`src/rtl/detector_pkg.sv`:
```
// Shared constants and helpers for the detector event logging path.
// Imported by the FIFO, the logger and future statistics blocks.
package detector_pkg;

  localparam int TS_WIDTH_DEF  = 16;
  localparam int DEPTH_DEF     = 8;
  localparam int CNT_WIDTH_DEF = 8;

  function automatic int clog2(input int value);
    int r;
    r = 0;
    for (int i = 0; i < 32; i++) begin
      if ((64'd1 << r) < 64'(value)) r = r + 1;
    end
    return r;
  endfunction

  // Counter of 'width' bits (<=32) held in the low bits; stops at all-ones.
  function automatic logic [31:0] sat_inc(input logic [31:0] value, input int width);
    logic [31:0] max_val;
    max_val = (width >= 32) ? 32'hFFFF_FFFF : ((32'd1 << width) - 32'd1);
    return (value >= max_val) ? max_val : value + 32'd1;
  endfunction

endpackage

```
`src/rtl/detector_event_logger_if.sv`:
```
// Valid/ready read port carrying buffered event timestamps.
// master drives timestamps out, slave is the consumer.
interface detector_event_logger_if #(
  parameter int TS_WIDTH = 16
);
  logic                ev_valid;
  logic                ev_ready;
  logic [TS_WIDTH-1:0] ev_ts;

  modport master (output ev_valid, output ev_ts, input ev_ready);
  modport slave  (input ev_valid, input ev_ts, output ev_ready);
endinterface

```
`src/rtl/detector_event_logger_fifo.sv`:
```
// Synchronous FIFO; occupancy is tracked by a level register so pointers wrap freely.
// Caller must not push when full (unless popping) nor pop when empty.
module event_fifo
  import detector_pkg::*;
#(
  parameter int WIDTH = 16,
  parameter int DEPTH = 8,
  localparam int AW = clog2(DEPTH),
  localparam int LW = clog2(DEPTH) + 1
) (
  input  logic             clk,
  input  logic             reset,
  input  logic             push,
  input  logic             pop,
  input  logic [WIDTH-1:0] din,
  output logic [WIDTH-1:0] dout,
  output logic             full,
  output logic             empty,
  output logic [LW-1:0]    level
);

  logic [WIDTH-1:0] mem [DEPTH];
  logic [AW-1:0]    wr_ptr;
  logic [AW-1:0]    rd_ptr;
  logic [LW-1:0]    level_q;

  always_ff @(posedge clk) begin
    if (reset) begin
      wr_ptr  <= '0;
      rd_ptr  <= '0;
      level_q <= '0;
    end else begin
      if (push) wr_ptr <= wr_ptr + AW'(1);
      if (pop)  rd_ptr <= rd_ptr + AW'(1);
      level_q <= level_q + LW'(push) - LW'(pop);
    end
  end

  // Storage carries data only and is left out of reset.
  always_ff @(posedge clk) begin
    if (push) mem[wr_ptr] <= din;
  end

  assign empty = (level_q == '0);
  assign full  = (level_q == LW'(DEPTH));
  assign level = level_q;
  assign dout  = empty ? '0 : mem[rd_ptr];

endmodule

```
`src/rtl/detector_event_logger.sv`:
```
// Timestamps every cycle with w high, buffers the stamps in a FIFO and keeps
// saturating accepted/dropped counts plus a sticky overflow flag.
module detector_event_logger
  import detector_pkg::*;
#(
  parameter int TS_WIDTH  = TS_WIDTH_DEF,
  parameter int DEPTH     = DEPTH_DEF,
  parameter int CNT_WIDTH = CNT_WIDTH_DEF
) (
  input  logic                         clk,
  input  logic                         reset,
  input  logic                         w,
  input  logic                         clr_stats,
  detector_event_logger_if.master      ev,
  output logic [clog2(DEPTH):0]        level,
  output logic [CNT_WIDTH-1:0]         ev_count,
  output logic [CNT_WIDTH-1:0]         drop_count,
  output logic                         overflow
);

  logic [TS_WIDTH-1:0]  ts_q;
  logic                 full;
  logic                 empty;
  logic                 pop;
  logic                 push_ok;
  logic                 drop;
  logic [CNT_WIDTH-1:0] ev_count_q, drop_count_q;
  logic [CNT_WIDTH-1:0] ev_count_d, drop_count_d;
  logic                 overflow_q, overflow_d;

  always_ff @(posedge clk) begin
    if (reset) ts_q <= '0;
    else       ts_q <= ts_q + TS_WIDTH'(1);
  end

  // A full FIFO still accepts when the consumer frees a slot this same edge.
  assign pop     = !empty & ev.ev_ready;
  assign push_ok = w & (!full | pop);
  assign drop    = w & full & !pop;

  event_fifo #(.WIDTH(TS_WIDTH), .DEPTH(DEPTH)) u_fifo (
    .clk   (clk),
    .reset (reset),
    .push  (push_ok),
    .pop   (pop),
    .din   (ts_q),
    .dout  (ev.ev_ts),
    .full  (full),
    .empty (empty),
    .level (level)
  );

  assign ev.ev_valid = !empty;

  // Clear applies first, then this cycle's increment lands on the cleared value.
  always_comb begin
    ev_count_d   = clr_stats ? '0 : ev_count_q;
    drop_count_d = clr_stats ? '0 : drop_count_q;
    overflow_d   = clr_stats ? 1'b0 : overflow_q;
    if (push_ok) ev_count_d = CNT_WIDTH'(sat_inc(32'(ev_count_d), CNT_WIDTH));
    if (drop) begin
      drop_count_d = CNT_WIDTH'(sat_inc(32'(drop_count_d), CNT_WIDTH));
      overflow_d   = 1'b1;
    end
  end

  always_ff @(posedge clk) begin
    if (reset) begin
      ev_count_q   <= '0;
      drop_count_q <= '0;
      overflow_q   <= 1'b0;
    end else begin
      ev_count_q   <= ev_count_d;
      drop_count_q <= drop_count_d;
      overflow_q   <= overflow_d;
    end
  end

  assign ev_count   = ev_count_q;
  assign drop_count = drop_count_q;
  assign overflow   = overflow_q;

endmodule

```
`src/flat_wrapper.sv`:
```
// flat-port wrapper written by rule: the top's interface ports become plain ports
module detector_event_logger_flat import detector_pkg::*;
#(
  parameter int TS_WIDTH  = TS_WIDTH_DEF,
  parameter int DEPTH     = DEPTH_DEF,
  parameter int CNT_WIDTH = CNT_WIDTH_DEF
)
  (clk, reset, w, clr_stats, level, ev_count, drop_count, overflow, ev_ev_valid, ev_ev_ts, ev_ev_ready);
  detector_event_logger_if #(.TS_WIDTH(TS_WIDTH)) ev_i ();
  input  logic clk;
  input  logic reset;
  input  logic w;
  input  logic clr_stats;
  output logic [clog2(DEPTH):0] level;
  output logic [CNT_WIDTH-1:0] ev_count;
  output logic [CNT_WIDTH-1:0] drop_count;
  output logic overflow;
  output wire logic [$bits(ev_i.ev_valid)-1:0] ev_ev_valid;
  output wire logic [$bits(ev_i.ev_ts)-1:0] ev_ev_ts;
  input wire logic [$bits(ev_i.ev_ready)-1:0] ev_ev_ready;
  assign ev_ev_valid = ev_i.ev_valid;
  assign ev_ev_ts = ev_i.ev_ts;
  assign ev_i.ev_ready = ev_ev_ready;
  detector_event_logger #(.TS_WIDTH(TS_WIDTH), .DEPTH(DEPTH), .CNT_WIDTH(CNT_WIDTH)) u_core (.clk(clk), .reset(reset), .w(w), .clr_stats(clr_stats), .ev(ev_i), .level(level), .ev_count(ev_count), .drop_count(drop_count), .overflow(overflow));
endmodule
```
`config.mk`:
```
export PLATFORM = sky130hd
export DESIGN_NAME = detector_event_logger_flat
export DESIGN_NICKNAME = d
export VERILOG_FILES = /design/src/rtl/detector_pkg.sv /design/src/rtl/detector_event_logger_if.sv /design/src/rtl/detector_event_logger_fifo.sv /design/src/rtl/detector_event_logger.sv /design/src/flat_wrapper.sv
export SDC_FILE = /design/constraint.sdc
export NUM_CORES = 1
export LEC_CHECK = 0
export CAP_MARGIN = 25
export CORE_MARGIN = 5
export CORE_UTILIZATION = 36
export CTS_CLUSTER_SIZE = 24
export DETAILED_ROUTE_END_ITERATION = 8
export PLACE_DENSITY_LB_ADDON = 0.15
export SETUP_SLACK_MARGIN = 0.3
export SLEW_MARGIN = 20
export SYNTH_ARGS = -nofsm -noshare
export SYNTH_HDL_FRONTEND = slang
export SYNTH_SLANG_ARGS = --single-unit
```
`constraint.sdc`:
```
create_clock -name clk -period 4 [get_ports clk]
set_clock_uncertainty 0.15 [all_clocks]
set_input_delay 0.4 -clock clk [delete_from_list [all_inputs] [get_ports clk]]
set_output_delay 0.4 -clock clk [all_outputs]
set_load 0.005 [all_outputs]
```
== Word level (Yosys, flattened, before mapping) ==
Memory sizes are Yosys's and may differ from the RTL's. A register that Yosys moved wholly into a read port is not among the register bits.
Index checks and enable logic that the tools add are counted.
Widths: inputs -> output; s select.

* Order comparisons: 2
* Reduce and logical (&&, ||, !) cells: 5
* Add/sub/neg operators: 7
* Eq/ne operators: 1
* Mux-type cells: 13
* Bitwise operators: 5
* Shift operators: 0
* $mul: 0
* Div/mod/pow operators: 0

{| class="wikitable"
|+ Operators with widths
! kind !! number
|-
| $mux 8 || 6
|-
| $add 16x1->16 const B || 1
|-
| $add 8x1->8 const B || 2
|-
| $ge 8x8->1 const B || 2
|-
| $mux 16 || 1
|-
| $add 3x1->3 const B || 2
|-
| $mux 3 || 2
|-
| $add 4x1->4 || 1
|-
| $and 1x1->1 || 4
|-
| $eq 4x4->1 const B || 1
|-
| $logic_not 4->1 || 1
|-
| $mux 1 || 4
|-
| $sub 4x1->4 || 1
|-
| $logic_not 1->1 || 3
|-
| $reduce_bool 2->1 || 1
|-
| $or 1x1->1 || 1
|}

* Register bits: 43
* Memory bits (writable): 128
* Input port bits: 5
* Latch bits: 0
* Word-level logic and storage cells: 41
* Memories kept: 1
* Output and inout bits: 38
* Bits in read-only memories: 0

{| class="wikitable"
|+ Memory list
! memory !! words !! width !! rd ports !! clocked after memory_dff !! write ports !! line !! source
|-
| u_core.u_fifo.mem || 8 || 16 || 1 || 1 || 1 || detector_event_logger_fifo.sv:22 || <nowiki>logic [WIDTH-1:0] mem [DEPTH];</nowiki>
|}

== Depth between registers and ports, before layout ==
* Depth in word-level cells: 7
* Gate-level depth with buffers: 14
* Depth with buffers taken out: 13

== Hierarchy ==
From an unflattened synthesis, not the netlist that was laid out.

* Cells, all modules: 426
* Area, all modules: 6993.0 um^2

{| class="wikitable"
|+ By module, submodules not included
! module !! seq. area each (um^2) !! times used !! cells an instance !! area each (um^2)
|-
| event_fifo || 4103.9 || 1 || 257 || 5495.3
|-
| detector_event_logger || 660.6 || 1 || 169 || 1497.7
|}

== Worst setup path after synthesis ==
OpenSTA, ideal clock, no wires.

* Kind: reg2reg
* Start: register u_core.u_fifo.level_q[2], in the netlist u_core.u_fifo.level[2]
* End: memory u_core.u_fifo.mem[2][0] (enable)
* Buffers on the path: 0
* Clock period less this slack: 3.565 ns
* Arrival time: 2.979 ns
* Cell stages (with the launch flop): 7
* Path slack: 0.435 ns
* Setup time: 0.436 ns
* Data required time: 3.414 ns
* Cells stage by stage: dfxtp_1 -> inv_1 -> ha_1 -> nand2b_2 -> a31oi_1 -> inv_2 -> nor4b_1

* Longest elaborated chain between the ends: 7
* Elaborated cells on any way between the ends: 9
* Classes of those cells: eq/ne: 1; mux: 2; bitwise: 3; reduce/logical: 3

{| class="wikitable"
|+ RTL lines
! element !! line !! source
|-
| start: declaration || detector_event_logger_fifo.sv:25 || <nowiki>logic [LW-1:0] level_q;</nowiki>
|-
| start signal: assignment || detector_event_logger_fifo.sv:35 || <nowiki>level_q <= level_q + LW'(push) - LW'(pop);</nowiki>
|-
| $logic_not 4->1 || detector_event_logger_fifo.sv:44 || <nowiki>assign empty = (level_q == '0);</nowiki>
|-
| $logic_not 1->1 || detector_event_logger.sv:37 || <nowiki>assign pop = !empty & ev.ev_ready;</nowiki>
|-
| $and 1x1->1 || detector_event_logger.sv:37 ||
|-
| $or 1x1->1 * || detector_event_logger.sv:38 || <nowiki>assign push_ok = w & (!full | pop);</nowiki>
|-
| $and 1x1->1 * || detector_event_logger.sv:38 ||
|-
| $mux 1 * || detector_event_logger_fifo.sv:41 || <nowiki>if (push) mem[wr_ptr] <= din;</nowiki>
|-
| $mux 1 (not written as such) * || detector_event_logger_fifo.sv:41 ||
|-
| end: declaration || detector_event_logger_fifo.sv:22 ||
|}

Mark *: on every way between the ends. The rest lies on a longest branch, timed or not.

==> summary.txt <==
Outcome
  • Status: finished clean

Die
  • FP Rows: 51
  • Chip Width: ~150 um
  • Number of I/O pins: 43
  • Chip height: 150 um
  • Core area: ~19000 sq um
  • Initial Util: 36.3%
  • Die footprint: 22400 sq um

CTS
  • Clock sinks: 174
  • Max clock buf depth: 2
  • TritonCTS Buffers: 17
  • Hold_buf cts: 0
  • Reg clk slew, reported paths: 0.07 ns
  • Setup bufs post-CTS: 0
  • TritonCTS clock tree: yes
  • Clk_lat worst skew: ~0.43 ns
  • Root buf cell: clkbuf_16
  • CTS H-Tree Depth: 4
  • Post-CTS sizing: 0

Placed design
  • Hpwl dp: ~9000 um
  • Port bufs: 42
  • Final Wtd Congestion: 0.794
  • Post-DP Area: 7860 sq um

Worst setup path
  • Req. time, crit path: 3.45 ns
  • CP max stage cell: dfxtp_2
  • Critical Path Start Type: flop
  • Cells on worst reg2reg path: 13
  • Largest stage delay, worst path: 0.64 ns
  • Crit-path max FO: 12
  • CP arrival: 2.54 ns
  • CP endpoint kind: primary output
  • Critical-path cell list: buf_4 > mux4_2 > mux2i_1 > nor2_1 > clkdlybuf4s50_1
  • Crit Path Class: reg -> out

Synth
  • Ys async rst share: 0%
  • Area leader, netlist: edfxtp_1
  • Synth Net Count: 472
  • Top_reg_cell synth: edfxtp_1
  • Syn Std Cell Area: 7030 sq um
  • Post-synth top cells: edfxtp_1 (128), nor2_1 (49), dfxtp_1 (46)
  • Most numerous cell in the Yosys netlist: edfxtp_1
  • Post-synth EDFFs: 128
  • Count of cell types in the netlist: 41
  • Syn avg cell area: approximately 15 sq um
  • Top cells by area, synth: edfxtp_1 (55%), dfxtp_1 (13%), mux4_2 (10%)
  • Top-area cell type share of the netlist area: between 50% and 60%
  • Warnings from Yosys: 0
  • Post-synthesis register bit count: 174
  • Seq/Total Area, Yosys: between 60% and 70%
  • Post-Synthesis Cells: 455

STA
  • RSZ-0062 raised after global routing: false
  • Final period util: 77.3%
  • Hold Fails Final Rpt: 0
  • Final min period: 3.09 ns
  • Fmax: roughly 320 MHz
  • Final setup viols: 0
  • Worst Tran Pin Value: 0.855 ns
  • Setup TNS: 0 ns
  • Worst-case hold slack: 0.329 ns
  • Relative slew margins: 43.0%
  • Slew Viols, Final: 0

Power and ir drop
  • PwrDens: 578 nW/um^2
  • Max VDD drop: 0.361 mV
  • LEAKAGE: 2.74 nW

Final layout
  • Filler cells: around 1700
  • Layout cells sized above 1: 17.9%
  • N_diodes: 0
  • Nets: 530
  • Core Util, Final: 43.5%
  • Multi-input logic area: approximately 2200 sq um
  • Register area: 4770 sq um
  • Final Instance Area: 8410 sq um
  • Area Growth Syn to Fin: 19.7%

Global route
  • Vias in the first global route: 4096
  • Total track usage: between 10 and 15%
  • First-pass GRT wire length: between 20000 and 25000 um
  • GRT Residual Overflow: 0
  • Initial antenna violation count: 0
  • Pin count of the biggest net entering global routing: 47

Detailed routing
  • DRC: 0
  • Wirelength, routed: around 14000 um
  • Starting DRC count in detailed routing: 183
  • Final ANT Viol Nets: 0
  • WL per Instance: 18.3 um
  • DRT Pass-1 Iters: 4
  • Vias per inst: slightly below 5
  • Via Count: 3869

Min path
  • Hold Crit Depth: 2
  • Worst hold path type: reg -> reg

Run
  • Max-cap violations: 0
-- where the power goes --
| group | total [W] | internal, W | switching (W) |
|---|---|---|---|
| registers | 0.00215 | 0.00205 | 0.000103 |
| clock network | 0.00157 | 0.000816 | 0.000749 |
| logic | 0.00114 | 0.000637 | 0.000505 |
-- placed cells by master (no fill, tap or decap), types with 2 or more instances in the layout --
cell type,netlist,final
o21ai_0,6,6
a211oi_1,5,5
clkinv_4,0,3
nor3b_2,0,2
inv_6,0,4
mux2i_1,17,17
buf_4,4,16
inv_8,0,3
ha_1,11,11
inv_1,13,13
and3_1,2,2
nor3_2,0,2
dfxtp_1,46,45
clkbuf_16,0,17
nand3_1,11,11
o31ai_1,4,4
a21oi_1,7,7
clkinvlp_4,0,3
nor2b_1,7,7
or3_1,3,3
nand4_1,5,5
nand2b_1,6,6
nor4_1,4,3
nor2_1,49,49
nor4b_2,0,2
and2_1,4,4
nor3_1,11,9
a31oi_1,2,2
edfxtp_1,128,128
xor2_1,16,16
xnor2_1,10,10
mux4_2,32,32
clkdlybuf4s50_1,0,41
nand2_1,20,20
-- routing by layer --
layer / wire length [um] / vias to the layer above / GRT usage, %
li1: - / 1823 / -
met5: 0 / - / 0
met3: 530 / 20 / 3.88
met1: 6970 / 1950 / 18.9
met2: 6750 / 76 / 21.6
met4: 202 / 0 / 4.44
-- metrics by stage --
step,total power [W],worst slack [ns],std cells
2_1_floorplan,0.00286,0.435,455
3_3_place_gp,0.00336,1.01,759
3_5_place_dp,0.00338,0.935,759
4_1_cts,0.00494,0.808,791
5_1_grt,0.00513,0.707,791
6_report,0.00486,0.908,791
-- layout make-up --
class                   instances  share of cell area [%]
well taps                     265                    3.94
repair buffers                 59                    6.61
inverters                      14                   0.625
clock buffers                  18                    5.10
multi-input cells             247                    25.6
flip-flops and latches        174                    56.7
clock inverters                14                    1.46
-- path summary, 6_finish.rpt --
| kind | from | endpoint | slack (ns) |
|---|---|---|---|
| setup / recovery | flop | ev_ev_ts[4] | 0.91 |
| hold / removal | u_core.overflow | u_core.overflow | 0.33 |
| setup reg to reg | u_core.u_fifo.level[2] | u_core.u_fifo.level[2] | 1.17 |
| hold reg to reg | u_core.overflow | u_core.overflow | 0.33 |
-- logic make-up after synthesis --
logic type      share of synthesized area [%]
simple gates                             9.65
mux                                      12.7
buf+inv                                  2.10
compound gates                           2.28
flops                                    67.8
xor+xnor                                 3.24
fa+ha+maj                                2.24
-- registers in the layout (all words and copies together), names as in the netlist, named ones only --
| name | count |
|---|---|
| u_core.u_fifo.rd_ptr | 3 |
| u_core.u_fifo.wr_ptr | 3 |
| u_core.u_fifo.level | 4 |
| u_core.u_fifo.mem | 128 |
| u_core.ev_count | 8 |
| u_core.overflow | 1 |
| u_core.drop_count | 8 |
| u_core.ts_q | 16 |
-- worst max-delay path, delay by kind of cell (launching register included) --
family        cells  cell delay (ns)
buf+inv           2             0.74
mux               2             0.67
simple gates      1             0.06
flops             1             0.64
Power figures use the tool's default switching activity.
==> edit, RTL diff (same settings) <==
Put a register stage on the output `level`, without a reset. The value now appears one clock later. The other outputs are not delayed to match.
--- a/src/rtl/detector_event_logger.sv
+++ b/src/rtl/detector_event_logger.sv
@@ -17,6 +17,8 @@
   output logic [CNT_WIDTH-1:0]         drop_count,
   output logic                         overflow
 );
+
+  logic [clog2(DEPTH):0] level_d;
 
   logic [TS_WIDTH-1:0]  ts_q;
   logic                 full;
@@ -47,7 +49,7 @@
     .dout  (ev.ev_ts),
     .full  (full),
     .empty (empty),
-    .level (level)
+    .level (level_d)
   );
 
   assign ev.ev_valid = !empty;
@@ -80,5 +82,9 @@
   assign drop_count = drop_count_q;
   assign overflow   = overflow_q;
 
+  always_ff @(posedge clk) begin
+    level <= level_d;
+  end
+
 endmodule
 
Check against the original RTL: not equivalent (Yosys sat finds a counterexample within 4 cycles, from zero or initial values and one cycle with reset high).
==> edit against the original RTL <==
Design area rose by 2.1%. Critical path depth unchanged. Clock power rose by 6%. Area after synthesis rose by 2.0%. Wire length decreased by 1.2%. Worst setup slack better by 0.014 ns. Total power rose by 3.5%. Sequential cell count grew 4.
==> edit: results (changes against the original RTL) <==
[logic_synthesis]
ys_warn_count=0  ; unchanged
syn-num-nets=478  ; +1.3%
ys_seq_area_share_pct=67.59  ; -0.22 points
synth_common_cells=edfxtp_1 (128), dfxtp_1 (50), nor2_1 (45)
synth.distinct_cells=52  ; +27%
async_flop_share_pct=0  ; unchanged
synth.area.top_cells=edfxtp_1 (54%), dfxtp_1 (14%), mux4_2 (10%)
synth_edf_count=128  ; unchanged

[timing]
setup_ws_ns=0.9221  ; +0.01422 ns
worst_pin_slew_ns=0.5695  ; -0.2855 ns
fin_worst_hold_slack_ns=0.2158  ; -0.1131 ns

[run_status]
status=completed

[place]
place_ws_ns=0.7138  ; -0.2209 ns
port_buffers=42  ; unchanged
hpwl_um=8739  ; -2.8%
gp_congestion=0.7656  ; -3.6%

[grt]
first_global_vias=4029  ; -1.6%
gr-usage-all-layers_pct=13.39  ; -0.49 points
grt_max_degree=33  ; -30%
grt_pass1_wl_um=22670  ; -2.2%

[setup_path]
worst-r2r-setup-slack_ns=0.96  ; -0.21 ns
cp.arrival_ns=2.53  ; about the same
cp_max_fo=10  ; -2

[drt]
firstDrtPassIters=5  ; +1
viasPerCell=4.922  ; +0.63%
drtIter0Drc=189  ; +3.3%
drt_wl_total_um=14280  ; -1.2%

[cts]
ctsLongestPathBuffers=2  ; unchanged
cts_setup_buffers=0  ; unchanged
cts_resized=0  ; unchanged
clk_latency_ns=0.42
numCtsBuffers=17  ; unchanged

[cells_and_area]
regMostFlops=u_core.u_fifo.mem
drive_gt1_share_pct=17.74  ; -0.13 points
reg_top3=u_core.u_fifo.mem x128, u_core.ts_q x16
diodes=0  ; unchanged
nNetsFinal=534  ; +0.75%

[min_path]
worstHoldPathType=flip-flop to flip-flop

[power]
swShare_pct=25.69  ; -2.3 points
p_leak_nw=2.803  ; +2.2%
max-vdd-ir-drop_mv=0.3215  ; -11%

==> edit: changes by cell type after synthesis, sizes merged, moves of 4 or more <==
cell	unedited run	this run
clkbuf	6	10
dfxtp	46	50
nand2	20	14
xor2	16	9
a311oi	0	5
nand2b	7	2
nor2	50	46
==> edit: through the flow <==
stage,std cells,cell area (µm²)
floorplan,461,7168
global placement,763,7998
detailed placement,763,7998
CTS,795,8591
global route,795,8591
finish,795,8591
==> edit: kinds of logic after synthesis <==
| family | share of synthesized area [%] |
|---|---|
| compound gates | 3.247 |
| xor+xnor | 2.444 |
| fa+ha+maj | 2.199 |
| buf+inv | 2.007 |
| flops | 67.59 |
| mux | 12.72 |
| simple gates | 9.792 |
==> edit: final timing paths <==
check	startpoint	end	cells after the start
max	flip-flop	ev_ev_ts[4]	5
min	u_core.u_fifo.level[2]	u_core.level[2]	0
max reg2reg	u_core.u_fifo.level[2]	u_core.u_fifo.level[2]	12
min reg2reg	u_core.u_fifo.level[2]	u_core.level[2]	0
==> edit: worst max-delay path, cell delays in order (launching register included) <==
cell,delay (ns)
dfxtp_2,0.55
buf_4,0.32
mux4_2,0.53
mux2i_1,0.18
nor2_1,0.06
clkdlybuf4s50_1,0.46
==> edit: metal layers <==
metal / wire [µm] / global-route usage, % / vias up
met2: 6992 / 21.92 / 58
met1: 6760 / 17.82 / 1961
met5: 0 / 0 / -
li1: - / - / 1887
met4: 109 / 3.264 / 0
met3: 413 / 3.651 / 7
==> edit: area by class of cell <==
type	instances	area [µm²]
multi-input combinational	249	2218
timing repair buffer	58	553.0
clock inverter	14	163.9
tap	265	331.6
fill	1823	10940
sequential	178	4846
clock buffer	18	429.2
inverter	13	48.80
==> edit: power by group through the flow <==
stage	clock network (mW)	registers, mW	logic, mW
4_1_cts	1.71	2.20	1.21
3_3_place_gp	0	2.24	1.20
5_1_grt	1.79	2.22	1.29
6_report	1.67	2.20	1.16
2_1_floorplan	0	2.19	0.743
3_5_place_dp	0	2.24	1.20
